$ cat config.mk
export PLATFORM = sky130hd
export DESIGN_NAME = hazard_ctrl
export DESIGN_NICKNAME = d
export VERILOG_FILES = /design/src/rtl/hazard_ctrl.sv
export SDC_FILE = /design/constraint.sdc
export NUM_CORES = 1
export LEC_CHECK = 0
export BUFFER_PORTS_ARGS = -buffer_cell sky130_fd_sc_hd__buf_2
export CAP_MARGIN = 5
export CORE_UTILIZATION = 30
export CTS_CLUSTER_SIZE = 20
export DETAILED_ROUTE_END_ITERATION = 8
export GPL_TIMING_DRIVEN = 0
export PLACE_DENSITY = 0.58
export SETUP_SLACK_MARGIN = 0.3
export SYNTH_ARGS = -nofsm -noshare
export SYNTH_HDL_FRONTEND = slang
export SYNTH_SLANG_ARGS = --single-unit
$ cat constraint.sdc
create_clock -name clk -period 1.6 [get_ports clk]
set_clock_uncertainty 0.15 [all_clocks]
set_input_delay 0.24 -clock clk [delete_from_list [all_inputs] [get_ports clk]]
set_output_delay 0.24 -clock clk [all_outputs]
set_load 0.005 [all_outputs]
$ cat src/rtl/hazard_ctrl.sv
// Pipeline hazard controller: load-use and mul/div structural stalls, taken-branch flushes,
// and the mul/div occupancy FSM that sequences the HI/LO write-back strobe.
module hazard_ctrl #(
    parameter int unsigned ADDR_WIDTH    = 5,
    parameter int unsigned MULDIV_CYCLES = 32
) (
    input  logic                  clk,
    input  logic                  rst_n,
    input  logic [ADDR_WIDTH-1:0] reg_s_addr_id,
    input  logic [ADDR_WIDTH-1:0] reg_t_addr_id,
    input  logic                  reg_s_re_id,
    input  logic                  reg_t_re_id,
    input  logic                  mem_read_ex,
    input  logic [ADDR_WIDTH-1:0] reg_d_addr_ex,
    input  logic                  muldiv_id,
    input  logic                  hilo_read_id,
    input  logic                  muldiv_start_ex,
    input  logic                  branch_taken_ex,
    output logic                  pc_stall,
    output logic                  if_id_stall,
    output logic                  if_id_flush,
    output logic                  id_ex_flush,
    output logic                  muldiv_busy,
    output logic                  hilo_we
);

    localparam int unsigned CntW = $clog2(MULDIV_CYCLES + 1);
    localparam logic [CntW-1:0] CntReload = CntW'(MULDIV_CYCLES - 1);

    typedef enum logic [1:0] {
        StIdle,
        StBusy,
        StDone
    } state_e;

    state_e          state_q, state_d;
    logic [CntW-1:0] cnt_q, cnt_d;
    logic            load_use;
    logic            md_stall;
    logic            stall;

    always_ff @(posedge clk or negedge rst_n) begin
        if (!rst_n) begin
            state_q <= StIdle;
            cnt_q   <= '0;
        end else begin
            state_q <= state_d;
            cnt_q   <= cnt_d;
        end
    end

    // BUSY counts down from MULDIV_CYCLES-1 to 0, so it lasts exactly MULDIV_CYCLES cycles.
    always_comb begin
        state_d = state_q;
        cnt_d   = cnt_q;
        unique case (state_q)
            StIdle: begin
                if (muldiv_start_ex) begin
                    state_d = StBusy;
                    cnt_d   = CntReload;
                end
            end
            StBusy: begin
                if (cnt_q == '0) begin
                    state_d = StDone;
                end else begin
                    cnt_d = cnt_q - CntW'(1);
                end
            end
            StDone: begin
                if (muldiv_start_ex) begin
                    state_d = StBusy;
                    cnt_d   = CntReload;
                end else begin
                    state_d = StIdle;
                end
            end
            default: begin
                state_d = StIdle;
                cnt_d   = '0;
            end
        endcase
    end

    assign muldiv_busy = (state_q == StBusy);
    assign hilo_we     = (state_q == StDone);

    always_comb begin
        load_use = mem_read_ex && (reg_d_addr_ex != '0) &&
                   ((reg_s_re_id && (reg_s_addr_id == reg_d_addr_ex)) ||
                    (reg_t_re_id && (reg_t_addr_id == reg_d_addr_ex)));
        // HI/LO is written at the end of DONE, before the ID op reaches EX, so DONE needs no stall.
        md_stall = (muldiv_id || hilo_read_id) && ((state_q == StBusy) || muldiv_start_ex);
        stall    = load_use || md_stall;
    end

    // A taken branch kills the ID instruction, so flush wins over stall.
    assign pc_stall    = stall && !branch_taken_ex;
    assign if_id_stall = stall && !branch_taken_ex;
    assign if_id_flush = branch_taken_ex;
    assign id_ex_flush = stall || branch_taken_ex;

endmodule
Word-level counts from Yosys, hierarchy flattened
Cells that the tools add are included.
{"block": "op_classes", "add_sub_neg": 1, "n_eq_ne": 8, "n_mux": 7, "n_reduce_logical": 18}
{"operator": "6-bit two-way mux", "n": 2}
{"operator": "6-bit one-hot mux with 2 select lines", "n": 1}
{"operator": "5-bit equality test", "n": 2}
{"operator": "1-bit logical AND", "n": 6}
{"operator": "6-bit zero test", "n": 1}
{"operator": "2-bit one-hot mux with 3 select lines", "n": 1}
{"operator": "6-bit by 1-bit subtractor with 6-bit output (second input constant)", "n": 1}
{"operator": "1-bit logical OR", "n": 5}
{"operator": "5-bit nonzero test", "n": 1}
{"operator": "2-bit two-way mux", "n": 2}
{"operator": "2-bit by 1-bit != test with 1-bit output (second input constant)", "n": 2}
{"operator": "2-bit != test (second input constant)", "n": 2}
{"operator": "2-bit AND reduction", "n": 2}
{"operator": "2-bit by 1-bit equality test with 1-bit output (second input constant)", "n": 1}
{"operator": "2-bit equality test (second input constant)", "n": 1}
{"operator": "2-bit zero test", "n": 1}
{"operator": "2-bit OR reduction", "n": 1}
{"operator": "1-bit zero test", "n": 1}
{"operator": "1-bit two-way mux", "n": 1}
{"block": "totals", "regBits": 8, "in_bits": 24, "out_inout_bits": 6, "word_cells": 36}

Logic depth before layout (Yosys ltp)
Gate-level depths: netlist of run 1.
{"block": "logic_depth", "word_depth": 6, "ltp_mapped": 6, "depth_no_buf": 6}

Worst setup path before layout of run 1
Ideal clock, no wire load.
{"block": "synth_timing", "path_kind": "reg2out", "from": "register state_q[1]", "to": "output pc_stall", "arrival_time_ns": 1.147, "t_required_ns": 1.210, "setup_slack_ns": 0.063, "path_stages_with_launch": 6, "n_path_buf": 1, "path_cell_list": "dfrtp_1 nand2b_1 inv_1 o22ai_1 o22ai_1 buf_4"}
{"block": "synth_via", "elab_chain_len": 5}
{"item": "start: declaration", "line": "36", "text": "state_e state_q, state_d;"}
{"item": "start signal: assignment", "line": "44", "text": "state_q <= StIdle;"}
{"item": "start signal: assignment", "line": "47", "text": "state_q <= state_d;"}
{"item": "2-bit by 1-bit equality test with 1-bit output"}
{"item": "net muldiv_busy", "line": "23", "text": "output logic muldiv_busy,"}
{"item": "1-bit logical OR", "line": "93", "text": "md_stall = (muldiv_id || hilo_read_id) && ((state_q == StBusy) || muldiv_start_ex);"}
{"item": "1-bit logical AND", "line": "93"}
{"item": "1-bit logical OR", "line": "94", "text": "stall = load_use || md_stall;"}
{"item": "1-bit logical AND", "line": "98", "text": "assign pc_stall = stall && !branch_taken_ex;"}
{"item": "end: declaration", "line": "19", "text": "output logic pc_stall,"}
The timed path passes the listed nets, and every way through them passes these cells.

Worst setup path after layout of run 1
{"block": "layout_timing", "from": "register state_q[1]", "to": "output pc_stall"}
{"block": "layout_via", "elab_chain_len": 5}
{"item": "2-bit by 1-bit equality test with 1-bit output", "line": "93"}
{"item": "1-bit logical OR", "line": "93"}
{"item": "1-bit logical AND", "line": "93"}
{"item": "1-bit logical OR", "line": "94"}
{"item": "1-bit logical AND", "line": "98"}
No other way between the ends.

==> flow_metrics.tcl, run 1 <==
set metrics [dict create \
    dr.pass1.iters 4 \
    yosys_warnings 0 \
    place_ws_ns -0.246 \
    antenna_found_initial 0 \
    setup_viol 3 \
    grt_util_met1_pct 21.9 \
    violations "negative setup slack" \
    port_buffers 29 \
    avgSynthCellArea_sq_um 8.20 \
    initial_core_util_pct 32.3 \
    peakVddDrop_uv 694 \
    hpwl_mm 1.23 \
    drive_gt1_share_pct 59.4 \
    crit_path_start "state_q[1]" \
    status "finished with violations" \
    ys_seq_area_share_pct 31.3 \
    wl_per_cell_microns 12.9 \
    multi_input_area_sq_um 518 \
    cts_num_sinks 8 \
    placementRows 16 \
    p_leak_nw 0.519 \
    grt-ovfl-total 0 \
    synth_edf_count 0 \
    hold_violations 0 \
    grt_pass1_vias 628 \
    setup-tns-final_ns -0.286 \
    dieWidth_microns 48.2 \
    worstPathArrival_ns 1.35 \
    grt_max_degree 11 \
    rsz0062_at_grt "yes" \
    routed_wl_mm 2.00 \
    hold_class "input pin to flip-flop" \
    globalplace.congestion 0.786 \
    gr-usage-met2_pct 25.9 \
    min_period_ns 1.74 \
    synthFlopType "dfrtp_1" \
    insertion_delay_ns 0.26 \
    slew_viol_final 0 \
    critPathCapture "pc_stall" \
    cp.required_ns 1.21 \
    ctsHtreeMaxLevel 1 \
    clk_pin_slew_ns 0.06 \
    first_iter_violations 13 \
    core-area_sq_um 1980 \
    numCtsBuffers 3 \
    layout.nets 156 \
    diodes 0 \
    timing.rr.end "cnt_q[4]" \
    seq_area_sq_um 204 \
    startpoint_type "flip-flop" \
    fill_cells 170 \
    crit_fanout 3 \
    clockBufferDepth 2 \
    netlist_area_sq_um 639 \
    worstMarginPinSlew_ns 0.322 \
    cap_violations 0 \
    reg2reg_from "cnt_q[5]" \
    grtUsageMet3_pct 5.56 \
    p_per_area_nw_per_um2 1380 \
    via_count 779 \
    syn-num-nets 104 \
    synthTopCellsByArea "dfrtp_1, xor2_1, nor2_1, a31oi_1, o22ai_1" \
    die_y_microns 48.2 \
    utilization_pct 58.4 \
    setup_slack_ns -0.137 \
    fin_crit_sh_pct 109 \
    grt_pass1_wl_mm 2.65 \
    yosysUniqueCellTypes 29 \
    viasPerCell 5.03 \
    grt_usage_pct 16.4 \
    layout-area-overhead-vs-synth_pct 81.0 \
    finalPower_mw 1.59 \
    yosys.area.top_type_share_pct 31.3 \
    stdcell_area_sq_um 1160 \
    regToRegSetupSlack_ns 0.05 \
    drc 0 \
    netlist_instances 78 \
    fmax_mhz 576 \
    endpoint_kind "primary output" \
    tritoncts "yes" \
    pin_count 30 \
    ys_ff_latch 8 \
    grt.busiest_layer "met2" \
    worstSetupPathType "flip-flop to primary output" \
    slew_headroom_pct 78.5 \
    synth_area_leader_cell "dfrtp_1" \
    async_flop_share_pct 100 \
    placed_area_sq_um 831 \
    postRouteAntennaNets 0 \
    clockRootBuffer "clkbuf_4" \
    worstRegToRegCells 4 \
    dieArea_sq_um 2320 \
]
-- synth_stat cells, types with 3 or more instances --
master and instances:
nor2_1 10, nor2b_1 3, dfrtp_1 8, xor2_1 8, o22ai_1 5, nand2_1 3
o21ai_0 3, inv_1 5, a31oi_1 5, nor4_1 3
-- per-stage QoR --
step	hold slack, ns	cells
6_report	0.139	155
5_1_grt	0.150	155
4_1_cts	0.120	146
3_5_place_dp	-0.0550	134
3_3_place_gp	-0.0570	134
2_1_floorplan	-0.206	78
-- metal layers --
layer | wire [microns] | part of all wire (%)
met2 | 1140 | 57
met1 | 777 | 39
met3 | 71 | 3.5
met5 | 0 | 0
met4 | 19 | 0.95
-- placed cells by master (no fill, tap or decap), types with 4 or more instances in the layout --
| cell | instances |
|---|---|
| buf_2 | 23 |
| buf_4 | 17 |
| xor2_1 | 8 |
| nor2_1 | 8 |
| buf_6 | 8 |
| dfrtp_1 | 5 |
| a31oi_1 | 4 |
-- worst max-delay path, cell delays in order, from the launching register on --
cell	delay, ns
dfrtp_2	0.40
nand2b_4	0.16
inv_4	0.07
o22ai_4	0.07
o22ai_2	0.18
buf_4	0.13
buf_6	0.08
-- layout make-up --
type | instances | area share (%)
Multi-Input combinational cell | 62 | 44.8
Timing Repair Buffer | 47 | 28.3
Sequential cell | 8 | 17.6
Tap cell | 27 | 2.92
Buffer | 3 | 2.59
Clock buffer | 3 | 1.95
Inverter | 5 | 1.84
-- cell families (layout without fill, tap and decap cells) --
| family | after synthesis | in the layout | synth area share [%] |
|---|---|---|---|
| adders and majority gates | 2 | 2 | 3.91 |
| DFF | 8 | 8 | 31.3 |
| and+or+nand+nor | 30 | 30 | 25.4 |
| buffers and inverters | 8 | 58 | 5.87 |
| AOI/OAI and AO/OA | 20 | 20 | 19.8 |
| xor gates and xnor gates | 10 | 10 | 13.7 |
-- flip-flops by register name (all words and copies together), names as in the netlist --
| signal | cells |
|---|---|
| cnt_q | 6 |
| state_q | 2 |
-- how the worst min path moves through the flow --
stage                                from         end  slack, ns  depth (start not counted)
after floorplan                     rst_n    cnt_q[0]      -0.21                          0
after global placement              rst_n    cnt_q[4]      -0.06                          1
after detailed placement            rst_n    cnt_q[5]      -0.06                          1
after CTS                 muldiv_start_ex  state_q[0]       0.12                          3
after global routing      muldiv_start_ex  state_q[0]       0.15                          3
final                     muldiv_start_ex  state_q[0]       0.14                          3
-- where the power goes --
| group | total, mW | switching, mW | leakage (nW) | internal [mW] |
|---|---|---|---|---|
| clock | 0.155 | 0.0690 | 0.0138 | 0.0859 |
| sequential | 0.421 | 0.127 | 0.0898 | 0.294 |
| combinational | 1.02 | 0.447 | 0.415 | 0.569 |
-- what timing repair did --
| action | 4_1_cts | 5_1_grt |
|---|---|---|
| pin swaps | 16 | 11 |
| setup endpoints to repair | 12 | 13 |
| gates resized for setup | 27 | 13 |
| hold buffers | 1 | 0 |
| endpoints found under the hold margin | 8 | 0 |
| setup buffers | 8 | 9 |
Note: power is estimated with default switching activity, not from simulation.
==> run 2: changes to the inputs <==
--- a/config.mk
+++ b/config.mk
@@ -7,11 +7,11 @@
 export LEC_CHECK = 0
 export BUFFER_PORTS_ARGS = -buffer_cell sky130_fd_sc_hd__buf_2
 export CAP_MARGIN = 5
-export CORE_UTILIZATION = 30
+export CORE_UTILIZATION = 40
 export CTS_CLUSTER_SIZE = 20
 export DETAILED_ROUTE_END_ITERATION = 8
 export GPL_TIMING_DRIVEN = 0
-export PLACE_DENSITY = 0.58
+export PLACE_DENSITY = 0.73
 export SETUP_SLACK_MARGIN = 0.3
 export SYNTH_ARGS = -nofsm -noshare
 export SYNTH_HDL_FRONTEND = slang
==> run 2 against run 1 <==
- the flow still finishes with violations (negative setup slack)
- highest routed layer unchanged
- setup slack better by 0.029 ns
- critical path depth up 1
- largest cell class unchanged
- final area down 1.9%
==> flow_metrics.tcl, run 2 (same netlist as run 1, synthesis figures left out) <==
set metrics [dict create \
    crit_fanout 2 \
    final_cells 144 \
    endpoint_kind "primary output" \
    initial_core_util_pct 42.4 \
    dieArea_sq_um 1760 \
    fin_crit_sh_pct 107 \
    insertion_delay_ns 0.27 \
    numCtsBuffers 3 \
    placementRows 14 \
    grt_pass1_wl_mm 3.12 \
    pwr-share-comb_pct 63.6 \
    ctsHtreeMaxLevel 1 \
    grt-ovfl-total 0 \
    p_clk_share_pct 9.8 \
    first_iter_violations 33 \
    pin_count 30 \
    via_count 765 \
    stdcell_area_sq_um 1130 \
    wl_per_cell_microns 14.9 \
    postRouteAntennaNets 0 \
    core-area_sq_um 1510 \
    switching_share_pct 40.4 \
    setup_viol 4 \
    diodes 0 \
    clockRootBuffer "clkbuf_4" \
    hold_class "input pin to flip-flop" \
    routed_wl_mm 2.15 \
    antenna_found_initial 0 \
    hold_violations 0 \
    holdWs_ns 0.144 \
    seq_area_sq_um 205 \
    largest_reg_flops 6 \
    tritoncts "yes" \
    pwr-share-seq_pct 26.5 \
    worstPathArrival_ns 1.32 \
    fmax_mhz 585 \
    startpoint_type "input pin" \
    internal_power_uw 966 \
    status "finished with violations" \
    rsz0062_at_grt "yes" \
    layout.nets 156 \
    drive_gt1_share_pct 59.4 \
    violations "negative setup slack" \
    grt_max_degree 11 \
    peakVddDrop_uv 1030 \
    die_y_microns 42.0 \
    worstSetupPathType "input pin to primary output" \
    cp.required_ns 1.21 \
    setup_slack_ns -0.108 \
    p_per_area_nw_per_um2 1430 \
    multi_input_area_sq_um 498 \
    mostFrequentLayoutCells "buf_2, buf_4, buf_6" \
    slew_headroom_pct 76.9 \
    fill_cells 109 \
    placed_area_sq_um 817 \
    cts_num_sinks 8 \
    placedCellCount 123 \
    layout-area-overhead-vs-synth_pct 77.5 \
    port_buffers 29 \
    drc 0 \
    top_regs "cnt_q: 6 flops, state_q: 2 flops" \
    min_period_ns 1.71 \
    cap_violations 0 \
    viasPerCell 5.31 \
    switchingPower_uw 656 \
    dieWidth_microns 42.0 \
    grt_pass1_vias 734 \
    globalplace.congestion 0.781 \
    largest-register "cnt_q" \
    slew_viol_final 0 \
    p_leak_nw 0.521 \
    grt_usage_pct 23.4 \
    dr.pass1.iters 4 \
    clockBufferDepth 2 \
    clk_pin_slew_ns 0.06 \
    worstMarginPinSlew_ns 0.347 \
    final_common_cell "buf_2" \
    setup-tns-final_ns -0.306 \
]
==> run 2: cell counts in the layout (fill, tap and decap cells not counted) <==
Identical to the previous run, type by type.
==> run 2: worst paths after layout <==
| kind | start | endpoint | slack (ns) | cells after the start |
|---|---|---|---|---|
| max | reg_s_addr_id[1] | pc_stall | -0.11 | 7 |
| min | muldiv_start_ex | state_q[0] | 0.14 | 3 |
| max reg2reg | cnt_q[5] | cnt_q[3] | 0.05 | 4 |
| min reg2reg | state_q[1] | cnt_q[4] | 0.47 | 2 |
| max in group asynchronous | rst_n | state_q[1] | 0.91 | 2 |
| min in group asynchronous | rst_n | cnt_q[5] | 0.19 | 2 |
==> run 2: critical path: stages <==
cell and delay [ns]:
buf_6 0.09, xor2_1 0.15, nor4_1 0.30, a32oi_1 0.19
o22ai_2 0.14, buf_4 0.13, buf_6 0.08
==> run 2: area by class of cell <==
type                            count  area share (%)
Buffer                              3            2.65
Clock buffer                        3            1.98
Inverter                            5            1.87
Multi-Input combinational cell     62            43.9
Sequential cell                     8            18.1
Tap cell                           16            1.76
Timing Repair Buffer               47            29.8
==> run 2: routing by layer <==
layer,share of wire (%),GRT usage (%),vias to the layer above
met3,2.8,6.90,2
li1,-,-,381
met2,54,37.5,12
met5,0,0,-
met4,0.47,9.03,0
met1,42,29.7,370
==> run 2: power groups by stage <==
stage | registers, mW | clock network [mW] | logic (mW)
2_1_floorplan | 0.385 | 0 | 0.384
3_3_place_gp | 0.409 | 0 | 0.492
3_5_place_dp | 0.414 | 0 | 0.512
4_1_cts | 0.413 | 0.164 | 0.798
5_1_grt | 0.439 | 0.183 | 1.12
6_report | 0.431 | 0.159 | 1.03
==> run 2: metrics by stage <==
| step | utilization, % | power [mW] | worst slack (ns) |
|---|---|---|---|
| after detailed placement | 54.2 | 0.926 | -0.201 |
| after floorplan | - | 0.769 | 0.0952 |
| after global placement | 54.2 | 0.901 | -0.177 |
| after CTS | 68.7 | 1.37 | -0.129 |
| after global routing | 75.3 | 1.74 | -0.187 |
| final | 75.3 | 1.62 | -0.108 |
==> run 2: what timing repair did <==
item / in CTS / in global routing
hold buffers: 1 / 0
endpoints found under the setup margin: 13 / 13
buffers inserted: 10 / 7
pin swaps: 15 / 6
hold endpoints to repair: 8 / 0
resized for setup: 29 / 13
